File: src/rtl/raster_pixel_averager.sv
// rtl/raster_pixel_averager.sv - averages 2^AVG_SHIFT signed samples per pixel and hands pixels to the RAM shim
//
// Purpose: upstream stage of the raster RAM shim. Samples are summed into a
// widened accumulator; every 2^AVG_SHIFT samples the scaled sum is presented
// on o_data with o_commit held until the shim answers on i_finished. Pixels
// are counted per line and o_line_done pulses once the last pixel of a line
// has been released.
//
// Optional feature macro: RASTER_AVG_ROUND_EN
//   defined     : round half up, data = (sum + 2^(AVG_SHIFT-1)) >>> AVG_SHIFT
//   not defined : floor,         data = sum >>> AVG_SHIFT
//
// Ports:
//   i_clk          in   1        clock
//   i_rst          in   1        asynchronous active-high reset
//   i_sample       in   DAT_WID  signed ADC sample
//   i_sample_valid in   1        i_sample valid this cycle
//   i_arm          in   1        start one line (IDLE only)
//   o_data         out  DAT_WID  signed pixel value
//   o_commit       out  1        write request to the RAM shim
//   i_finished     in   1        RAM shim has completed the write
//   o_busy         out  1        high in every state except IDLE
//   o_line_done    out  1        one-cycle pulse after the last pixel of a line
//   o_dropped      out  1        sticky: sample seen in COMMIT/RELEASE
module raster_pixel_averager #(
  parameter int DAT_WID      = 24,
  parameter int AVG_SHIFT    = 2,
  parameter int PIX_CNT_WID  = 12,
  parameter int PIX_PER_LINE = 256
) (
  input  logic               i_clk,
  input  logic               i_rst,
  input  logic [DAT_WID-1:0] i_sample,
  input  logic               i_sample_valid,
  input  logic               i_arm,
  output logic [DAT_WID-1:0] o_data,
  output logic               o_commit,
  input  logic               i_finished,
  output logic               o_busy,
  output logic               o_line_done,
  output logic               o_dropped
);

  localparam int SUM_W = DAT_WID + AVG_SHIFT;
  // Keep at least one bit so AVG_SHIFT=0 still elaborates; the counter then
  // stays at 0 and every sample is the last of its pixel.
  localparam int CNT_W = (AVG_SHIFT > 0) ? AVG_SHIFT : 1;
  localparam logic [CNT_W-1:0]       LAST_CNT = CNT_W'((1 << AVG_SHIFT) - 1);
  localparam logic [PIX_CNT_WID-1:0] LINE_END = PIX_CNT_WID'(PIX_PER_LINE);
`ifdef RASTER_AVG_ROUND_EN
  // Half an LSB of the output; evaluates to 0 when AVG_SHIFT=0.
  localparam logic signed [SUM_W-1:0] RND = SUM_W'((1 << AVG_SHIFT) >> 1);
`else
  localparam logic signed [SUM_W-1:0] RND = '0;
`endif

  typedef enum logic [1:0] {
    S_IDLE    = 2'd0,
    S_ACCUM   = 2'd1,
    S_COMMIT  = 2'd2,
    S_RELEASE = 2'd3
  } state_t;

  state_t                    r_state,     w_state_nxt;
  logic signed [SUM_W-1:0]   r_acc,       w_acc_nxt;
  logic [CNT_W-1:0]          r_smp_cnt,   w_smp_cnt_nxt;
  logic [PIX_CNT_WID-1:0]    r_pix_cnt,   w_pix_cnt_nxt;
  logic [DAT_WID-1:0]        r_data,      w_data_nxt;
  logic                      r_commit,    w_commit_nxt;
  logic                      r_line_done, w_line_done_nxt;
  logic                      r_dropped,   w_dropped_nxt;

  logic signed [SUM_W-1:0]   w_sample_ext;
  logic signed [SUM_W-1:0]   w_sum;
  logic signed [SUM_W-1:0]   w_rounded;
  logic signed [SUM_W-1:0]   w_scaled;
  logic                      w_last_smp;

  // The widened accumulator cannot overflow over 2^AVG_SHIFT samples, and
  // adding RND to a full-scale sum still fits, so no saturation is needed.
  assign w_sample_ext = SUM_W'($signed(i_sample));
  assign w_sum        = r_acc + w_sample_ext;
  assign w_rounded    = w_sum + RND;
  assign w_scaled     = w_rounded >>> AVG_SHIFT;
  assign w_last_smp   = (r_smp_cnt == LAST_CNT);

  always_ff @(posedge i_clk or posedge i_rst) begin
    if (i_rst) begin
      r_state     <= S_IDLE;
      r_acc       <= '0;
      r_smp_cnt   <= '0;
      r_pix_cnt   <= '0;
      r_data      <= '0;
      r_commit    <= 1'b0;
      r_line_done <= 1'b0;
      r_dropped   <= 1'b0;
    end else begin
      r_state     <= w_state_nxt;
      r_acc       <= w_acc_nxt;
      r_smp_cnt   <= w_smp_cnt_nxt;
      r_pix_cnt   <= w_pix_cnt_nxt;
      r_data      <= w_data_nxt;
      r_commit    <= w_commit_nxt;
      r_line_done <= w_line_done_nxt;
      r_dropped   <= w_dropped_nxt;
    end
  end

  always_comb begin
    w_state_nxt     = r_state;
    w_acc_nxt       = r_acc;
    w_smp_cnt_nxt   = r_smp_cnt;
    w_pix_cnt_nxt   = r_pix_cnt;
    w_data_nxt      = r_data;
    w_commit_nxt    = r_commit;
    w_line_done_nxt = 1'b0;
    w_dropped_nxt   = r_dropped;

    case (r_state)
      S_IDLE: begin
        if (i_arm) begin
          w_acc_nxt     = '0;
          w_smp_cnt_nxt = '0;
          w_pix_cnt_nxt = '0;
          w_dropped_nxt = 1'b0;
          w_state_nxt   = S_ACCUM;
        end
      end

      S_ACCUM: begin
        if (i_sample_valid) begin
          if (w_last_smp) begin
            w_data_nxt    = w_scaled[DAT_WID-1:0];
            w_commit_nxt  = 1'b1;
            w_acc_nxt     = '0;
            w_smp_cnt_nxt = '0;
            w_state_nxt   = S_COMMIT;
          end else begin
            w_acc_nxt     = w_sum;
            w_smp_cnt_nxt = r_smp_cnt + 1'b1;
          end
        end
      end

      S_COMMIT: begin
        if (i_sample_valid) begin
          w_dropped_nxt = 1'b1;
        end
        if (i_finished) begin
          w_commit_nxt  = 1'b0;
          w_pix_cnt_nxt = r_pix_cnt + 1'b1;
          w_state_nxt   = S_RELEASE;
        end
      end

      S_RELEASE: begin
        // A sample on the edge that leaves RELEASE is still a drop.
        if (i_sample_valid) begin
          w_dropped_nxt = 1'b1;
        end
        if (!i_finished) begin
          if (r_pix_cnt == LINE_END) begin
            w_line_done_nxt = 1'b1;
            w_state_nxt     = S_IDLE;
          end else begin
            w_state_nxt     = S_ACCUM;
          end
        end
      end

      default: begin
        w_state_nxt = S_IDLE;
      end
    endcase
  end

  assign o_data      = r_data;
  assign o_commit    = r_commit;
  assign o_busy      = (r_state != S_IDLE);
  assign o_line_done = r_line_done;
  assign o_dropped   = r_dropped;

endmodule

File: config.mk
export PLATFORM = sky130hd
export DESIGN_NAME = raster_pixel_averager
export DESIGN_NICKNAME = d
export VERILOG_FILES = /design/src/rtl/raster_pixel_averager.sv
export SDC_FILE = /design/constraint.sdc
export NUM_CORES = 1
export LEC_CHECK = 0
export BUFFER_PORTS_ARGS = -buffer_cell sky130_fd_sc_hd__buf_2
export CELL_PAD_IN_SITES_DETAIL_PLACEMENT = 0
export CELL_PAD_IN_SITES_GLOBAL_PLACEMENT = 1
export CORE_ASPECT_RATIO = 0.9
export CORE_MARGIN = 2
export CORE_UTILIZATION = 45
export DETAILED_ROUTE_END_ITERATION = 10
export PLACE_DENSITY_LB_ADDON = 0.15
export SETUP_SLACK_MARGIN = 0.1
export SYNTH_ARGS = -nofsm -noshare
export SYNTH_HDL_FRONTEND = slang
export SYNTH_SLANG_ARGS = --single-unit
File: constraint.sdc
create_clock -name i_clk -period 3.5 [get_ports i_clk]
set_input_delay 0.175 -clock i_clk [delete_from_list [all_inputs] [get_ports i_clk]]
set_output_delay 0.175 -clock i_clk [all_outputs]
set_load 0.01 [all_outputs]
======== Word level (Yosys, flattened, before mapping) ========
Index checks and enable logic that the tools add are counted.
Widths: inputs -> output; s select.
word-level totals
  bits in registers ....................... 69
  output and inout port bits .............. 28
  input bits .............................. 29
  word-level logic and storage cells ...... 63
cells by class
  equality and inequality tests ........... 11
  multiplexer cells ....................... 28
  add/sub/neg operators ................... 3
  reduce and logical (&&, ||, !) cells .... 13
operators with widths
  cell                   count
  $mux 26                3
  $pmux 26 s2            1
  $add 26x24->26         1
  $mux 12                2
  $pmux 12 s2            1
  $mux 2                 8
  $add 12x1->12 const B  1
  $eq 12x9->1 const B    1
  $reduce_and 3->1       4
  $ne 2x2->1 const B     5
  $reduce_bool 2->1      5
  $mux 1                 9
  $pmux 2 s4             1
  $eq 2x2->1 const B     3
  $reduce_and 5->1       1
  $pmux 1 s2             2
  $pmux 2 s2             1
  $reduce_and 4->1       1
  $add 2x1->2 const B    1
  $eq 2x1->1 const B     1
  $logic_not 2->1        1
  $ne 2x1->1 const B     1
  $reduce_or 2->1        1

======== Logic depth before layout (Yosys ltp) ========
Gate-level depths: netlist (run 1).
  word-level depth ........................ 4
  depth in mapped cells ................... 10

======== Worst setup path before layout (run 1) ========
Ideal clock, no wire load.
  path kind ............................... reg2reg
  start point ............................. register r_acc[0]
  end point ............................... register r_data[16] (netlist: o_data[16])
  stages on the path, launching flop included .. 11
  arrival ................................. 2.306 ns
  slack ................................... 1.069 ns
  data required time ...................... 3.375 ns
  clock period less this slack ............ 2.431 ns
  cell sequence ........................... dfrtp_1 -> ha_1 -> fa_1 -> a211oi_2 -> o21bai_2 -> o21ai_4 -> nor2_2 -> nor3_4 -> o21ai_1 -> xor2_1 -> mux2_2
on the way
  longest elaborated chain between the ends .. 1
ends and longest elaborated chain
  item                    line  RTL
  from (decl)             65    logic signed [SUM_W-1:0] r_acc, w_acc_nxt;
  from (signal assigned)  99    r_acc <= w_acc_nxt;
  $add 26x24->26          82    assign w_sum = r_acc + w_sample_ext;
  to (signal assigned)    102   r_data <= w_data_nxt;
  to (decl)               68    logic [DAT_WID-1:0] r_data, w_data_nxt;
No other way between the ends.
A chain may end at the register's enable or synchronous reset.

======== Final worst setup path (run 1) ========
Same ends and word-level chain as after synthesis.

==> flow_metrics.env, run 1 <==
export IMPL_via_per_inst=5.42
export IMPL_final_common_cell="dfrtp_1"
export IMPL_diodes=0
export IMPL_cts_resized=0
export IMPL_num_vias=3487
export IMPL_synth_area_leaders="dfrtp_1, ha_1, nand2_1"
export IMPL_start_util=0.458
export IMPL_overflow=0
export IMPL_postCtsSetupBuffers=0
export IMPL_grt_pass1_wl_mm=17.6
export IMPL_synthesis_nets=523
export IMPL_maxSlewViolCount=0
export IMPL_tritoncts="done"
export IMPL_coreArea_um2=9610
export IMPL_yosysSeqAreaShare=0.392
export IMPL_path_buf_inv=0
export IMPL_die_area_um2=10600
export IMPL_period_minus_slack_ps=2650
export IMPL_synth_avg_cell_area_um2=9.56
export IMPL_synth_flop_cell="dfrtp_1"
export IMPL_cts_root_buffer="clkbuf_8"
export IMPL_area_growth_pct=12.9
export IMPL_p_switching_w=0.00167
export IMPL_met1_usage=0.286
export IMPL_cp_top_family="compound AO/OA/AOI/OAI gates"
export IMPL_cp_slowest_cell="fa_1"
export IMPL_grt_pass1_vias=3585
export IMPL_worstPathRequired_ps=3730
export IMPL_antenna_found_initial=0
export IMPL_clkLatencyLatePin_ps=350
export IMPL_port_buffers=56
export IMPL_clock_skew_ps=9.81
export IMPL_synth_edf_count=0
export IMPL_slew_headroom=0.325
export IMPL_ys_warn_count=0
export IMPL_p_int_w=0.00239
export IMPL_cp_max_fo=5
export IMPL_htree_levels=3
export IMPL_ir_drop_v=0.000389
export IMPL_cts_sinks=69
export IMPL_numCtsBuffers=9
export IMPL_drt_wirelength_per_cell_um=15.6
export IMPL_clockPowerShare=0.177
export IMPL_pin_count=57
export IMPL_die_y_um=97.9
export IMPL_cts_hold_buf=0
export IMPL_finalHoldViolCount=0
export IMPL_total_leakage_power_nw=2.51
export IMPL_cp_end_kind="register"
export IMPL_cp_data_arrival_time_ps=2880
export IMPL_row_count=34
export IMPL_comb_power_share=0.512
export IMPL_syn_inst=461
export IMPL_async_flop_share=1.00
export IMPL_antenna_left=0
export IMPL_synth_cell_types=64
export IMPL_ys_ff_latch=69
export IMPL_hpwl_mm=7.28
export IMPL_status="completed"
export IMPL_layout_nets=574
export IMPL_tightest_slew_ps=1010
export IMPL_start_kind="register"
export IMPL_period_share=0.758
export IMPL_grt_usage=0.210
export IMPL_drc=0
export IMPL_busiest_layer="met2"
export IMPL_max_cap_violations=0
export IMPL_synth_top_area_frac=0.392
export IMPL_max_stage_delay_ps=430
export IMPL_setup_violations=0
export IMPL_rsz0062_at_grt="false"
export IMPL_dieWidth_um=108
export IMPL_fmax_ghz=0.377
export IMPL_gr_usage_met2=0.330
export IMPL_cp_cell_sequence="ha_1 -> fa_1 -> a211oi_2 -> o21bai_2 -> o21ai_4 -> nor2_2 -> nor3_4 -> o21ai_1 -> xor2_1 -> mux2_2"
export IMPL_final_setup_tns_ps=0
export IMPL_layout_drive_gt1_share=0.201
export IMPL_synth_top_cell_by_area="dfrtp_1"
export IMPL_final_cell_mix="dfrtp_1, nand2_1, buf_2"
export IMPL_clk_pin_slew_worst_paths_ps=80
export IMPL_netlist_area_um2=4410
export IMPL_drt_iter0_drc=192
export IMPL_wl_mm=10.0
export IMPL_dr_pass1_iters=4
export IMPL_grt_max_degree=48
export IMPL_holdWs_ps=64.7
export IMPL_seqPwrFrac=0.311
export IMPL_use_met3=0.0614
export IMPL_criticalPathCategory="register to register"
export IMPL_p_sw_frac=0.411
export IMPL_p_per_area_nw_per_um2=817
export IMPL_gp_congestion=0.808
export IMPL_hp_class="primary input to asynchronous set/reset pin"
export IMPL_cts_buffer_depth=2
-- synth_stat cells, types with 3 or more instances --
cell	instances
o31ai_1	3
buf_6	4
o21bai_1	4
dfrtp_1	69
inv_1	11
nand3_1	10
nand4_1	13
a22o_1	21
nand2_1	66
nor3_1	4
and4_1	4
clkbuf_1	12
mux2_2	8
a31oi_1	4
xor2_1	14
buf_4	4
ha_1	32
a211oi_1	3
mux2i_1	4
and3_1	4
xnor2_1	18
o21ai_0	19
nor2_1	27
a21o_1	16
a21oi_1	32
o21ai_1	8
-- flip-flops by register name (all words and copies together) (netlist names) --
name / count
o_commit: 1
r_state: 2
o_line_done: 1
o_data: 24
r_smp_cnt: 2
r_acc: 26
r_pix_cnt: 12
o_dropped: 1
-- stage by stage --
step           instances  utilization  power (W)  area, µm²  worst slack [ps]
4_1_cts              643        0.517    0.00410       4970               846
3_3_place_gp         627        0.495    0.00333       4760               911
5_1_grt              643        0.517    0.00445       4970               704
3_5_place_dp         627        0.495    0.00336       4760               874
6_report             643        0.517    0.00406       4970               847
2_1_floorplan        461            -    0.00287       4410              1070
-- logic make-up after synthesis --
logic type / count (synthesis) / synth area share
XOR/XNOR: 32 / 0.0636
buffers and inverters: 34 / 0.0406
AO/OA/AOI/OAI: 132 / 0.215
AND/OR/NAND/NOR: 149 / 0.164
adder cells (fa/ha/maj): 33 / 0.0954
flip-flops: 69 / 0.392
multiplexers: 12 / 0.0295
-- power groups by stage --
stage / Combinational (W) / Clock [W] / Sequential [W]
after floorplan: 0.00156 / 0 / 0.00131
after global placement: 0.00206 / 0 / 0.00127
after detailed placement: 0.00209 / 0 / 0.00128
after CTS: 0.00209 / 0.000745 / 0.00127
after global routing: 0.00236 / 0.000785 / 0.00131
final: 0.00208 / 0.000720 / 0.00126
-- worst paths after layout --
path	start	to	slack, ps	cells after the start
max	r_acc[0]	o_data[16]	850	10
min	i_rst	o_commit	60	2
max reg2reg	r_acc[0]	o_data[16]	850	10
min reg2reg	o_data[9]	o_data[9]	470	2
max in group asynchronous	i_rst	o_data[13]	2670	3
min in group i_clk	i_arm	r_pix_cnt[1]	80	3
-- per-layer routing --
layer | wire, µm | up-vias
met5 | 0 | -
met4 | 112 | 0
met3 | 499 | 8
met2 | 4450 | 77
met1 | 4940 | 1650
li1 | - | 1752
-- final cells by class --
type	count	area [µm²]
fillers	950	4640
multi-input cells	358	2500
flip-flops and latches	69	1730
repair buffers	62	325
well taps	126	158
clock buffers	13	149
clock inverters	3	68.8
inverters	12	45.0
Power figures use the tool's default switching activity.
==> run 2: changes to the inputs <==
Settings changed: CORE_UTILIZATION 45 to 41.
Clock period 3.5 ns to 2.4 ns, I/O delays scaled along.
==> run 2 against run 1 <==
Against the previous run:
- clock power up 100%
- critical path type unchanged
- largest power group unchanged
- core utilization increased by 1.2 points
- highest routed layer unchanged
- count of clock-buffer cells in the layout is 2 lower
- sequential power increased by 47%
- non-clock buffer count increased by 24
- clock skew shrank 2.9 ps
- worst setup slack worse by 780 ps
- die area increased by 9.4%
- cell count grew 4.2%
- hold slack got worse by 26 ps
- sequential share of layout area shrank 3.2 points
- global-route usage fell by 0.96 points
==> flow_metrics.env, run 2 (synthesis gave the netlist of run 1 again) <==
export IMPL_max_cap_violations=0
export IMPL_gp_congestion=0.874
export IMPL_hpwl_mm=7.69
export IMPL_gr_usage_met2=0.319
export IMPL_hp_class="primary input to register"
export IMPL_grt_max_degree=38
export IMPL_cp_top_family="compound AO/OA/AOI/OAI gates"
export IMPL_via_per_inst=5.43
export IMPL_numCtsBuffers=9
export IMPL_period_minus_slack_ps=2340
export IMPL_grt_pass1_vias=3675
export IMPL_r2r_end="r_acc[12]"
export IMPL_rsz0062_at_grt="true"
export IMPL_overflow=0
export IMPL_total_leakage_power_nw=2.73
export IMPL_min_from="i_arm"
export IMPL_reg2reg_slack_ps=60
export IMPL_status="completed"
export IMPL_r2r_start="r_acc[0]"
export IMPL_start_kind="register"
export IMPL_design_area_um2=5470
export IMPL_clock_skew_ps=6.95
export IMPL_multi_input_area_um2=2690
export IMPL_p_total_w=0.00683
export IMPL_drc=0
export IMPL_met1_usage=0.274
export IMPL_largest_reg_flops=26
export IMPL_final_common_cell="dfrtp_1"
export IMPL_grt_usage=0.200
export IMPL_min_path_cells=3
export IMPL_holdPathEnd="r_pix_cnt[1]"
export IMPL_worstPathRequired_ps=2630
export IMPL_wl_mm=10.8
export IMPL_htree_levels=3
export IMPL_maxSlewViolCount=0
export IMPL_cts_sinks=69
export IMPL_port_buffers=56
export IMPL_cp_cell_sequence="ha_2 -> fa_2 -> a211oi_2 -> o21bai_2 -> o21ai_4 -> buf_4 -> o31ai_1 -> a21o_1 -> xnor2_2 -> a22o_1"
export IMPL_period_share=0.973
export IMPL_cp_slowest_cell="dfrtp_1"
export IMPL_row_count=35
export IMPL_cts_buffer_depth=2
export IMPL_seq_area_um2=1730
export IMPL_slew_headroom=0.480
export IMPL_ff2ff_path_depth=10
export IMPL_coreArea_um2=10300
export IMPL_layout_drive_gt1_share=0.290
export IMPL_num_vias=3641
export IMPL_max_stage_delay_ps=380
export IMPL_clk_pin_slew_worst_paths_ps=60
export IMPL_layout_nets=598
export IMPL_cp_max_fo=3
export IMPL_antenna_found_initial=0
export IMPL_path_buf_inv=1
export IMPL_drt_wirelength_per_cell_um=16.2
export IMPL_dieWidth_um=113
export IMPL_tritoncts="done"
export IMPL_antenna_left=0
export IMPL_clkLatencyLatePin_ps=340
export IMPL_criticalPathCategory="register to register"
export IMPL_tightest_slew_ps=778
export IMPL_cts_root_buffer="clkbuf_16"
export IMPL_cp_end_kind="register"
export IMPL_area_growth_pct=24.2
export IMPL_die_area_um2=11600
export IMPL_finalHoldViolCount=0
export IMPL_max_flop_register="r_acc"
export IMPL_cp_startpoint="r_acc[0]"
export IMPL_p_per_area_nw_per_um2=1250
export IMPL_start_util=0.426
export IMPL_grt_pass1_wl_mm=18.2
export IMPL_placed_area_um2=4850
export IMPL_setup_violations=0
export IMPL_cp_data_arrival_time_ps=2560
export IMPL_dr_pass1_iters=4
export IMPL_die_y_um=102
export IMPL_final_cell_mix="dfrtp_1, nand2_1, buf_2"
export IMPL_fmax_ghz=0.428
export IMPL_fillers=951
export IMPL_drt_iter0_drc=161
export IMPL_diodes=0
export IMPL_busiest_layer="met2"
export IMPL_pin_count=57
export IMPL_ir_drop_v=0.000673
export IMPL_use_met3=0.0427
[run 2: worst reg2reg max path: stages (launching register included)]
cell	delay, ps
dfrtp_1	380
ha_2	190
fa_2	350
a211oi_2	230
o21bai_2	110
o21ai_4	180
buf_4	160
o31ai_1	70
a21o_1	210
xnor2_2	150
a22o_1	200
[run 2: repair_timing]
item / CTS / global route
setup buffers: 5 / 6
hold buffers: 1 / 0
endpoints found under the setup margin: 16 / 29
endpoints found under the hold margin: 35 / 0
gates resized for setup: 11 / 27
pin swaps: 16 / 10
[run 2: how the worst max path moves through the flow]
stage	endpoint	depth (start not counted)
after CTS	o_data[16]	10
after detailed placement	o_data[16]	10
after global placement	o_data[16]	10
final	r_acc[12]	10
after floorplan	o_data[16]	10
after global routing	r_acc[20]	11
[run 2: metrics by stage]
stage               instances  utilization  setup TNS, ps  hold WS (ps)  worst slack (ps)
finish                    670        0.529              0          38.7              64.1
global route              670        0.529           -416          58.6             -69.1
CTS                       664        0.513         -0.892          26.6            -0.892
detailed placement        642        0.470              0           318              10.5
global placement          642        0.470              0           305              56.5
floorplan                 461            -              0           190               110
[run 2: routing by layer]
metal,part of all wire,wire [µm],vias up
li1,-,-,1803
met1,0.50,5440,1762
met3,0.031,335,14
met5,0,0,-
met4,0.014,152,0
met2,0.45,4900,62
[run 2: cell type report]
type | instances | area share
clock inverter | 5 | 0.0151
tap | 129 | 0.0295
sequential | 69 | 0.316
timing repair buffer | 86 | 0.0949
clock buffer | 11 | 0.0444
inverter | 12 | 0.00823
multi-input combinational | 358 | 0.492
[run 2: power by group]
part           leakage, nW  internal (W)  switching (W)
clock                0.160      0.000942       0.000517
sequential           0.912       0.00159       0.000263
combinational         1.66       0.00159        0.00193
total                 2.73       0.00412        0.00271
==> run 3: changes to the inputs <==
Settings changed: ABC_AREA set to 1, CORE_UTILIZATION 41 to 38.
==> run 3 against run 2 <==
Against the previous run:
- clock power fell by 14%
- non-clock buffer count fell by 23
- maximum frequency rose by 16%
- clock skew barely moved
- via count rose by 24%
- count of clock-buffer cells in the layout fell by 2
- worst setup slack improved by 320 ps
- synthesized area rose by 10%
- critical endpoint is now r_pix_cnt[8]
==> flow_metrics.env, run 3 <==
export IMPL_r2r_start="r_state[0]"
export IMPL_drc=0
export IMPL_max_cap_violations=0
export IMPL_gp_congestion=0.852
export IMPL_hp_class="primary input to register"
export IMPL_clk_pin_slew_worst_paths_ps=60
export IMPL_drt_iter0_drc=218
export IMPL_ys_warn_count=0
export IMPL_via_per_inst=4.81
export IMPL_grt_pass1_vias=4566
export IMPL_cp_startpoint="r_state[0]"
export IMPL_dr_pass1_iters=4
export IMPL_dieWidth_um=123
export IMPL_tightest_slew_ps=621
export IMPL_drt_wirelength_per_cell_um=14.1
export IMPL_area_growth_pct=16.0
export IMPL_cts_buffer_depth=2
export IMPL_num_vias=4500
export IMPL_synth_top_area_frac=0.355
export IMPL_layout_nets=829
export IMPL_worstPathRequired_ps=2620
export IMPL_criticalPathCategory="register to register"
export IMPL_period_minus_slack_ps=2010
export IMPL_cts_root_buffer="clkbuf_16"
export IMPL_clkLatencyLatePin_ps=350
export IMPL_seqPwrFrac=0.277
export IMPL_ir_drop_v=0.000586
export IMPL_period_share=0.839
export IMPL_finalHoldViolCount=0
export IMPL_synth_top_cell_by_area="dfrtp_1"
export IMPL_die_y_um=111
export IMPL_cp_max_fo=14
export IMPL_rsz0062_at_grt="false"
export IMPL_max_flop_register="r_acc"
export IMPL_seq_area_um2=1730
export IMPL_synth_avg_cell_area_um2=6.91
export IMPL_pin_count=57
export IMPL_multi_input_area_um2=2700
export IMPL_numCtsBuffers=9
export IMPL_final_cell_mix="nand2_1, inv_1, dfrtp_1"
export IMPL_grt_max_degree=45
export IMPL_p_int_w=0.00367
export IMPL_fillers=1370
export IMPL_design_area_um2=5640
export IMPL_tritoncts="done"
export IMPL_start_util=0.386
export IMPL_synth_flop_cell="dfrtp_1"
export IMPL_slew_headroom=0.586
export IMPL_grt_usage=0.209
export IMPL_antenna_found_initial=0
export IMPL_fmax_ghz=0.497
export IMPL_coreArea_um2=12600
export IMPL_maxSlewViolCount=0
export IMPL_syn_inst=704
export IMPL_netlist_area_um2=4860
export IMPL_synth_cell_types=44
export IMPL_clockPowerShare=0.182
export IMPL_p_switching_w=0.00327
export IMPL_p_per_area_nw_per_um2=1230
export IMPL_synthesis_nets=766
export IMPL_wl_mm=13.2
export IMPL_layout_drive_gt1_share=0.149
export IMPL_final_util=0.448
export IMPL_clock_skew_ps=7.16
export IMPL_row_count=39
export IMPL_grt_pass1_wl_mm=22.3
export IMPL_final_setup_tns_ps=0
export IMPL_overflow=0
export IMPL_placed_area_um2=5350
export IMPL_yosysSeqAreaShare=0.355
export IMPL_min_from="i_finished"
export IMPL_ys_ff_latch=69
export IMPL_postCtsSetupBuffers=0
export IMPL_start_kind="register"
export IMPL_synth_edf_count=0
export IMPL_hpwl_mm=10.0
export IMPL_yosysMostFrequentCell="nand2_1"
export IMPL_setup_violations=0
export IMPL_htree_levels=3
export IMPL_synth_common_cells="nand2_1, inv_1, dfrtp_1"
export IMPL_comb_power_share=0.541
export IMPL_antenna_left=0
export IMPL_p_sw_frac=0.471
export IMPL_async_flop_share=1.00
export IMPL_die_area_um2=13700
export IMPL_largest_reg_flops=26
export IMPL_cp_data_arrival_time_ps=2230
export IMPL_status="completed"
export IMPL_total_leakage_power_nw=3.21
export IMPL_cts_sinks=69
export IMPL_cp_end_kind="register"
export IMPL_synth_area_leaders="dfrtp_1, nand2_1, ha_1"
export IMPL_final_common_cell="nand2_1"
export IMPL_port_buffers=56
export IMPL_diodes=0
## run 3: kinds of logic after synthesis
| family | synth area share |
|---|---|
| simple gates | 0.374 |
| fa+ha+maj | 0.0865 |
| xor+xnor | 0.0214 |
| buf+inv | 0.0911 |
| flops | 0.355 |
| compound gates | 0.0718 |
## run 3: through the flow
stage	hold slack, ps	std cells	setup slack [ps]	total power [W]
3_3_place_gp	224	919	350	0.00566
6_report	36.6	936	387	0.00694
2_1_floorplan	268	704	540	0.00467
4_1_cts	18.2	936	269	0.00701
5_1_grt	61.0	936	184	0.00765
3_5_place_dp	234	919	281	0.00569
## run 3: path summary, 6_finish.rpt
path                           endpoint  slack, ps  cells past startpoint
min in group asynchronous    o_data[17]        400                      3
max in group asynchronous  r_pix_cnt[7]       1350                      4
setup reg to reg           r_pix_cnt[8]        390                     10
setup / recovery           r_pix_cnt[8]        390                     10
hold / removal              o_line_done         40                      4
hold reg to reg               o_data[0]        470                      2
## run 3: layout make-up
| type | instances | area share |
|---|---|---|
| clock inverter | 7 | 0.00910 |
| timing repair buffer | 63 | 0.0617 |
| sequential | 69 | 0.306 |
| inverter | 103 | 0.0686 |
| clock buffer | 9 | 0.0399 |
| multi-input combinational | 521 | 0.478 |
| tap | 164 | 0.0364 |
## run 3: what timing repair did
item | CTS | global route
endpoints found under the hold margin | 25 | 0
resized for setup | 0 | 1
setup endpoints to repair | 0 | 1
hold buffers | 1 | 0
## run 3: power groups by stage
stage	Sequential [W]	Combinational, W	Clock [W]
global route	0.00198	0.00432	0.00135
CTS	0.00193	0.00378	0.00130
floorplan	0.00200	0.00267	0
global placement	0.00192	0.00373	0
finish	0.00192	0.00376	0.00126
detailed placement	0.00194	0.00375	0
## run 3: routing by layer
layer / vias to the layer above / share of wire / GRT usage
met4: 0 / 0.019 / 0.0667
li1: 2354 / - / -
met5: - / 0 / 0
met1: 2053 / 0.49 / 0.288
met2: 74 / 0.44 / 0.329
met3: 19 / 0.045 / 0.0412
## run 3: worst max-delay path: stages, from the launching register on
cell,delay (ps)
dfrtp_1,420
inv_1,90
ha_1,280
nand2_1,120
nand2_1,100
nor2_4,240
nand2_1,120
nor2_2,180
nand4_1,130
nor2_1,140
nor3b_2,60
